[config.mk]
export PLATFORM = sky130hd
export DESIGN_NAME = voice_mixer
export DESIGN_NICKNAME = d
export VERILOG_FILES = /design/src/rtl/voice_mixer.sv
export SDC_FILE = /design/constraint.sdc
export NUM_CORES = 2
export LEC_CHECK = 0
export CAP_MARGIN = 20
export CORE_MARGIN = 2
export CORE_UTILIZATION = 56
export DETAILED_ROUTE_END_ITERATION = 8
export PLACE_DENSITY_LB_ADDON = 0.12
export SETUP_SLACK_MARGIN = 0.4
export SLEW_MARGIN = 20
export SYNTH_ARGS = -nofsm -noshare
export SYNTH_HDL_FRONTEND = slang
export SYNTH_SLANG_ARGS = --single-unit
[constraint.sdc]
create_clock -name Clk -period 9 [get_ports Clk]
set_input_delay 2.25 -clock Clk [delete_from_list [all_inputs] [get_ports Clk]]
set_output_delay 2.25 -clock Clk [all_outputs]
set_load 0.05 [all_outputs]
[src/rtl/voice_mixer.sv]
// voice_mixer: time-multiplexed voice mixer with saturation and linear pan.
//
// On sample_strobe the voice samples, gains and pan settings are captured.
// The captured voices are then accumulated one per clock through a single
// shared multiplier. The sum is saturated to W bits, optionally panned, and
// presented on registered ldata/rdata with a one-cycle out_valid pulse.
//
// Ports:
//   Clk, Reset_n   clock and asynchronous active-low reset
//   sample_strobe  one-cycle pulse: start a mix from the current inputs
//   voice_in       N_VOICES packed signed W-bit samples (voice i at [i*W +: W])
//   gain_in        N_VOICES packed unsigned GAIN_W-bit gains
//   pan_en, pan    pan enable and position (0x0000 left .. 0xFFFF right)
//   flag_clr       clears the sticky clip/overrun flags (a set wins)
//   ldata, rdata   registered left/right samples, held between updates
//   out_valid      one-cycle pulse when ldata/rdata update
//   busy           high while a mix is in progress
//   clip, overrun  sticky: saturation occurred / strobe arrived while busy
module voice_mixer #(
    parameter int N_VOICES = 8,
    parameter int W        = 16,
    parameter int GAIN_W   = 16
) (
    input  logic                       Clk,
    input  logic                       Reset_n,
    input  logic                       sample_strobe,
    input  logic [N_VOICES*W-1:0]      voice_in,
    input  logic [N_VOICES*GAIN_W-1:0] gain_in,
    input  logic                       pan_en,
    input  logic [15:0]                pan,
    input  logic                       flag_clr,
    output logic [W-1:0]               ldata,
    output logic [W-1:0]               rdata,
    output logic                       out_valid,
    output logic                       busy,
    output logic                       clip,
    output logic                       overrun
);

    localparam int PROD_W     = W + GAIN_W + 1;
    localparam int ACC_W      = PROD_W + $clog2(N_VOICES);
    localparam int IDX_W      = (N_VOICES > 1) ? $clog2(N_VOICES) : 1;
    // signed W-bit sample times a 17-bit zero-extended pan weight fits W+16 bits
    localparam int PAN_PROD_W = W + 16;

    localparam logic [IDX_W-1:0] IDX_ONE  = IDX_W'(32'd1);
    localparam logic [IDX_W-1:0] IDX_LAST = IDX_W'(N_VOICES - 1);

    localparam logic signed [ACC_W-1:0] SAT_MAX = {{(ACC_W-W+1){1'b0}}, {(W-1){1'b1}}};
    localparam logic signed [ACC_W-1:0] SAT_MIN = {{(ACC_W-W+1){1'b1}}, {(W-1){1'b0}}};

    typedef enum logic [1:0] {
        ST_IDLE  = 2'd0,
        ST_ACCUM = 2'd1,
        ST_SAT   = 2'd2,
        ST_PAN   = 2'd3
    } state_t;

    // Clamp a scaled sum to W bits; the MSB of the result flags that clamping happened.
    function automatic logic [W:0] clamp_sample(input logic signed [ACC_W-1:0] v);
        if (v > SAT_MAX) begin
            return {1'b1, SAT_MAX[W-1:0]};
        end else if (v < SAT_MIN) begin
            return {1'b1, SAT_MIN[W-1:0]};
        end else begin
            return {1'b0, v[W-1:0]};
        end
    endfunction

    state_t                      state_r, state_next_s;
    logic [N_VOICES*W-1:0]       voice_snap_r;
    logic [N_VOICES*GAIN_W-1:0]  gain_snap_r;
    logic                        pan_en_r;
    logic [15:0]                 pan_r;
    logic signed [ACC_W-1:0]     acc_r;
    logic [IDX_W-1:0]            idx_r;
    logic [W-1:0]                mixed_r;

    logic [W-1:0]                voice_sel_s;
    logic [GAIN_W-1:0]           gain_sel_s;
    logic signed [PROD_W-1:0]    voice_ext_s, gain_ext_s, prod_s;
    logic signed [ACC_W-1:0]     scaled_s;
    logic [W:0]                  clamp_s;
    logic [15:0]                 pan_inv_s;
    logic signed [PAN_PROD_W-1:0] mixed_ext_s, lgain_ext_s, rgain_ext_s, lprod_s, rprod_s;
    logic [W-1:0]                lpan_s, rpan_s;
    logic                        clip_set_s, overrun_set_s;
    logic                        unused_s;

    // Shared multiplier: current captured voice times its gain (gain treated as unsigned).
    always_comb begin
        voice_sel_s = voice_snap_r[int'(idx_r)*W +: W];
        gain_sel_s  = gain_snap_r[int'(idx_r)*GAIN_W +: GAIN_W];
        voice_ext_s = PROD_W'($signed(voice_sel_s));
        gain_ext_s  = $signed(PROD_W'({1'b0, gain_sel_s}));
        prod_s      = voice_ext_s * gain_ext_s;
    end

    // Scale back by the gain fraction (arithmetic shift floors) and saturate.
    always_comb begin
        scaled_s   = acc_r >>> GAIN_W;
        clamp_s    = clamp_sample(scaled_s);
        clip_set_s = (state_r == ST_SAT) && clamp_s[W];
    end

    // Linear pan: left weight is the complement of the pan position.
    always_comb begin
        pan_inv_s   = 16'hFFFF - pan_r;
        mixed_ext_s = PAN_PROD_W'($signed(mixed_r));
        lgain_ext_s = $signed(PAN_PROD_W'({1'b0, pan_inv_s}));
        rgain_ext_s = $signed(PAN_PROD_W'({1'b0, pan_r}));
        lprod_s     = mixed_ext_s * lgain_ext_s;
        rprod_s     = mixed_ext_s * rgain_ext_s;
        if (pan_en_r) begin
            lpan_s = lprod_s[16 +: W];
            rpan_s = rprod_s[16 +: W];
        end else begin
            lpan_s = mixed_r;
            rpan_s = mixed_r;
        end
        // fractional bits discarded by the >>>16
        unused_s = ^{lprod_s[15:0], rprod_s[15:0]};
    end

    // Next-state logic for the mix sequencer.
    always_comb begin
        state_next_s  = state_r;
        overrun_set_s = sample_strobe && (state_r != ST_IDLE);
        case (state_r)
            ST_IDLE: begin
                if (sample_strobe) begin
                    state_next_s = ST_ACCUM;
                end else begin
                    state_next_s = ST_IDLE;
                end
            end
            ST_ACCUM: begin
                if (idx_r == IDX_LAST) begin
                    state_next_s = ST_SAT;
                end else begin
                    state_next_s = ST_ACCUM;
                end
            end
            ST_SAT:  state_next_s = ST_PAN;
            ST_PAN:  state_next_s = ST_IDLE;
            default: state_next_s = ST_IDLE;
        endcase
    end

    // State, snapshot, accumulator and output registers.
    always_ff @(posedge Clk or negedge Reset_n) begin
        if (!Reset_n) begin
            state_r      <= ST_IDLE;
            voice_snap_r <= '0;
            gain_snap_r  <= '0;
            pan_en_r     <= 1'b0;
            pan_r        <= 16'h0000;
            acc_r        <= '0;
            idx_r        <= '0;
            mixed_r      <= '0;
            ldata        <= '0;
            rdata        <= '0;
            out_valid    <= 1'b0;
            busy         <= 1'b0;
        end else begin
            state_r   <= state_next_s;
            busy      <= (state_next_s != ST_IDLE);
            out_valid <= 1'b0;
            case (state_r)
                ST_IDLE: begin
                    if (sample_strobe) begin
                        voice_snap_r <= voice_in;
                        gain_snap_r  <= gain_in;
                        pan_en_r     <= pan_en;
                        pan_r        <= pan;
                        acc_r        <= '0;
                        idx_r        <= '0;
                    end else begin
                        acc_r <= acc_r;
                    end
                end
                ST_ACCUM: begin
                    acc_r <= acc_r + ACC_W'(prod_s);
                    idx_r <= idx_r + IDX_ONE;
                end
                ST_SAT: begin
                    mixed_r <= clamp_s[W-1:0];
                end
                ST_PAN: begin
                    ldata     <= lpan_s;
                    rdata     <= rpan_s;
                    out_valid <= 1'b1;
                end
                default: begin
                    out_valid <= 1'b0;
                end
            endcase
        end
    end

    // Sticky status flags; a set event in the same cycle beats flag_clr.
    always_ff @(posedge Clk or negedge Reset_n) begin
        if (!Reset_n) begin
            clip    <= 1'b0;
            overrun <= 1'b0;
        end else begin
            if (clip_set_s) begin
                clip <= 1'b1;
            end else if (flag_clr) begin
                clip <= 1'b0;
            end else begin
                clip <= clip;
            end
            if (overrun_set_s) begin
                overrun <= 1'b1;
            end else if (flag_clr) begin
                overrun <= 1'b0;
            end else begin
                overrun <= overrun;
            end
        end
    end

endmodule

==> flow_metrics.env <==
export IMPL_drive_above_1_share=0.1251
export IMPL_cts_buffer_depth=3
export IMPL_final_cells=5359
export IMPL_final_setup_tns_ps=0
export IMPL_clk_latency_ps=620
export IMPL_drtIter0Drc=1593
export IMPL_drtPass1Iterations=6
export IMPL_port_buffers=312
export IMPL_synth_warnings=0
export IMPL_path_max_fanout=22
export IMPL_crit_arrival_ps=8620
export IMPL_critPathCaptureType="flop"
export IMPL_first_global_vias=32140
export IMPL_synth_nets=5333
export IMPL_grt_max_degree=149
export IMPL_synthTopCellsByArea="fa_1, dfrtp_1, ha_1, mux2_2, inv_1"
export IMPL_reg2reg_depth=26
export IMPL_grt_setup_unrepaired="no"
export IMPL_grt_first_pass_wirelength_um=182600
export IMPL_cts_hold_buf=0
export IMPL_status="finished clean"
export IMPL_hold_path_class="reg2reg"
export IMPL_start_kind="flop"
export IMPL_fin_crit_ps=8138
export IMPL_r2r_start="idx_r[0]"
export IMPL_drt_wl_total_um=113800
export IMPL_gp_congestion=0.9353
export IMPL_ios=313
export IMPL_area_delta_synth_final_pct=13.93
export IMPL_hold_viol_final=0
export IMPL_synth_seq_cells=366
export IMPL_drv_cap=0
export IMPL_maxSlewViolCount=0
export IMPL_worstHoldEndpoint="ldata[1]"
export IMPL_regArea_mm2=0.009169
export IMPL_final_common_cell="inv_1"
export IMPL_nNetsFinal=5583
export IMPL_multi_input_area_mm2=0.02901
export IMPL_cts_made_buffers=43
export IMPL_ys_types=66
export IMPL_syn_inst=4087
export IMPL_dpl_hpwl_um=89200
export IMPL_avgSynthCellArea_um2=10.27
export IMPL_critPathKind="reg2reg"
export IMPL_cts_resized=0
export IMPL_grt_overflow=0
export IMPL_ys_seq_area_frac=0.2182
export IMPL_relSlewSlack=0.2775
export IMPL_rows=100
export IMPL_cts_htree_levels=2
export IMPL_fin_worst_skew_ps=39.14
export IMPL_fmax_mhz=122.9
export IMPL_cts_tree="done"
export IMPL_hold_start="ldata[1]"
export IMPL_period_share=0.9042
export IMPL_hold_path_depth=2
export IMPL_synth_top_area_share=0.2923
export IMPL_clkSinkCount=366
export IMPL_r2r_slack_ps=860
export IMPL_die_area_mm2=0.07717
export IMPL_tightest_slew_ps=1084
export IMPL_grt_usage=0.3084
export IMPL_clockRootBuffer="clkbuf_16"
export IMPL_vias=29650
export IMPL_async_flop_share=1.000
export IMPL_clk_pin_slew_ps=70
export IMPL_critPathSlowestCell="dfrtp_4"
export IMPL_start_util=0.5648
export IMPL_worst_path_most_repeated_cell="fa_1"
export IMPL_post_cts_buffers=0
export IMPL_ys_flop_type="dfrtp_1"
export IMPL_n_fill_cell=6151
export IMPL_synth_edf_count=0
export IMPL_r2r_end="acc_r[33]"
export IMPL_via_per_inst=5.533
export IMPL_route_detailed_drc=0
export IMPL_dp_cells=5261
export IMPL_synth_area_mm2=0.04198
export IMPL_die_width_um=277.8
export IMPL_antenna_left=0
export IMPL_layout_common_cells="inv_1, fa_1, nand2_1"
export IMPL_antenna_found_initial=20
export IMPL_cp_required_ps=9480
export IMPL_wl_per_cell_um=21.24
export IMPL_yosysTopAreaCell="fa_1"
export IMPL_coreArea_mm2=0.07432
export IMPL_max_stage_delay_ps=720
export IMPL_die_h_um=277.8
export IMPL_setup_viol=0
==> per-stage QoR <==
stage / hold slack (ps) / worst slack, ps / util / area [um2]
6_report: 475.7 / 862.0 / 0.6435 / 47830
3_5_place_dp: 469.9 / 841.3 / 0.6227 / 46280
2_1_floorplan: 449.8 / 841.8 / - / 41980
3_3_place_gp: 461.3 / 868.5 / 0.6227 / 46280
4_1_cts: 484.4 / 857.9 / 0.6429 / 47780
5_1_grt: 508.4 / 409.1 / 0.6435 / 47820
==> critical path, delay by kind of cell, from the launching register on <==
kind                     cells  cell delay, ps
XOR/XNOR                     1             150
buffers and inverters        6             720
multiplexers                 2            1280
AO/OA/AOI/OAI                9            1920
adder cells (fa/ha/maj)      7            3060
flip-flops                   1             720
AND/OR/NAND/NOR              1             130
==> synth_stat cells, drive strengths merged (32+ instances only) <==
cell type	instances
mux4	64
inv	818
nor2	172
dfrtp	366
a21oi	69
fa	613
xnor2	32
o21ai	104
nor2b	108
nand2b	176
clkbuf	176
nand2	380
ha	356
mux2i	35
and2	102
mux2	296
==> worst max path at each step <==
stage / from / end / slack, ps / depth (start not counted)
2_1_floorplan: idx_r[0] / acc_r[33] / 840 / 27
3_3_place_gp: idx_r[0] / acc_r[33] / 870 / 26
3_5_place_dp: idx_r[0] / acc_r[33] / 840 / 27
4_1_cts: idx_r[0] / acc_r[33] / 860 / 26
5_1_grt: idx_r[0] / acc_r[33] / 410 / 27
6_report: idx_r[0] / acc_r[33] / 860 / 26
==> state kept, by name, summed over array words and instances (netlist names) <==
signal        flops
clip              1
pan_en_r          1
gain_snap_r     128
overrun           1
busy              1
mixed_r          16
idx_r             3
out_valid         1
ldata            16
voice_snap_r    128
state_r           2
pan_r            16
acc_r            36
rdata            16
==> layer usage <==
metal	global-route usage	vias to the layer above	routed length (um)
li1	-	13230	-
met1	0.3773	15310	43990
met2	0.5417	847	58110
met3	0.03950	273	5923
met4	0.1472	0	5782
met5	0	-	0
==> cell type report <==
| class | count | share of cell area |
|---|---|---|
| inverters | 818 | 0.06420 |
| multi-input cells | 2711 | 0.6066 |
| diodes | 19 | 0.0009941 |
| flip-flops and latches | 366 | 0.1917 |
| clock inverters | 20 | 0.005729 |
| well taps | 969 | 0.02535 |
| repair buffers | 397 | 0.07979 |
| clock buffers | 59 | 0.02564 |
==> cell families after synthesis <==
logic type      after synthesis  share of synthesized area
compound gates              281                    0.04081
flops                       366                     0.2182
mux                         395                     0.1221
simple gates               1010                     0.1178
xor+xnor                     56                    0.01168
fa+ha+maj                   969                     0.3985
buf+inv                    1010                    0.09097
Power is left out: the tool's default activity adds up to more than one toggle a clock period on the data nets, which glitch-free logic cannot reach.
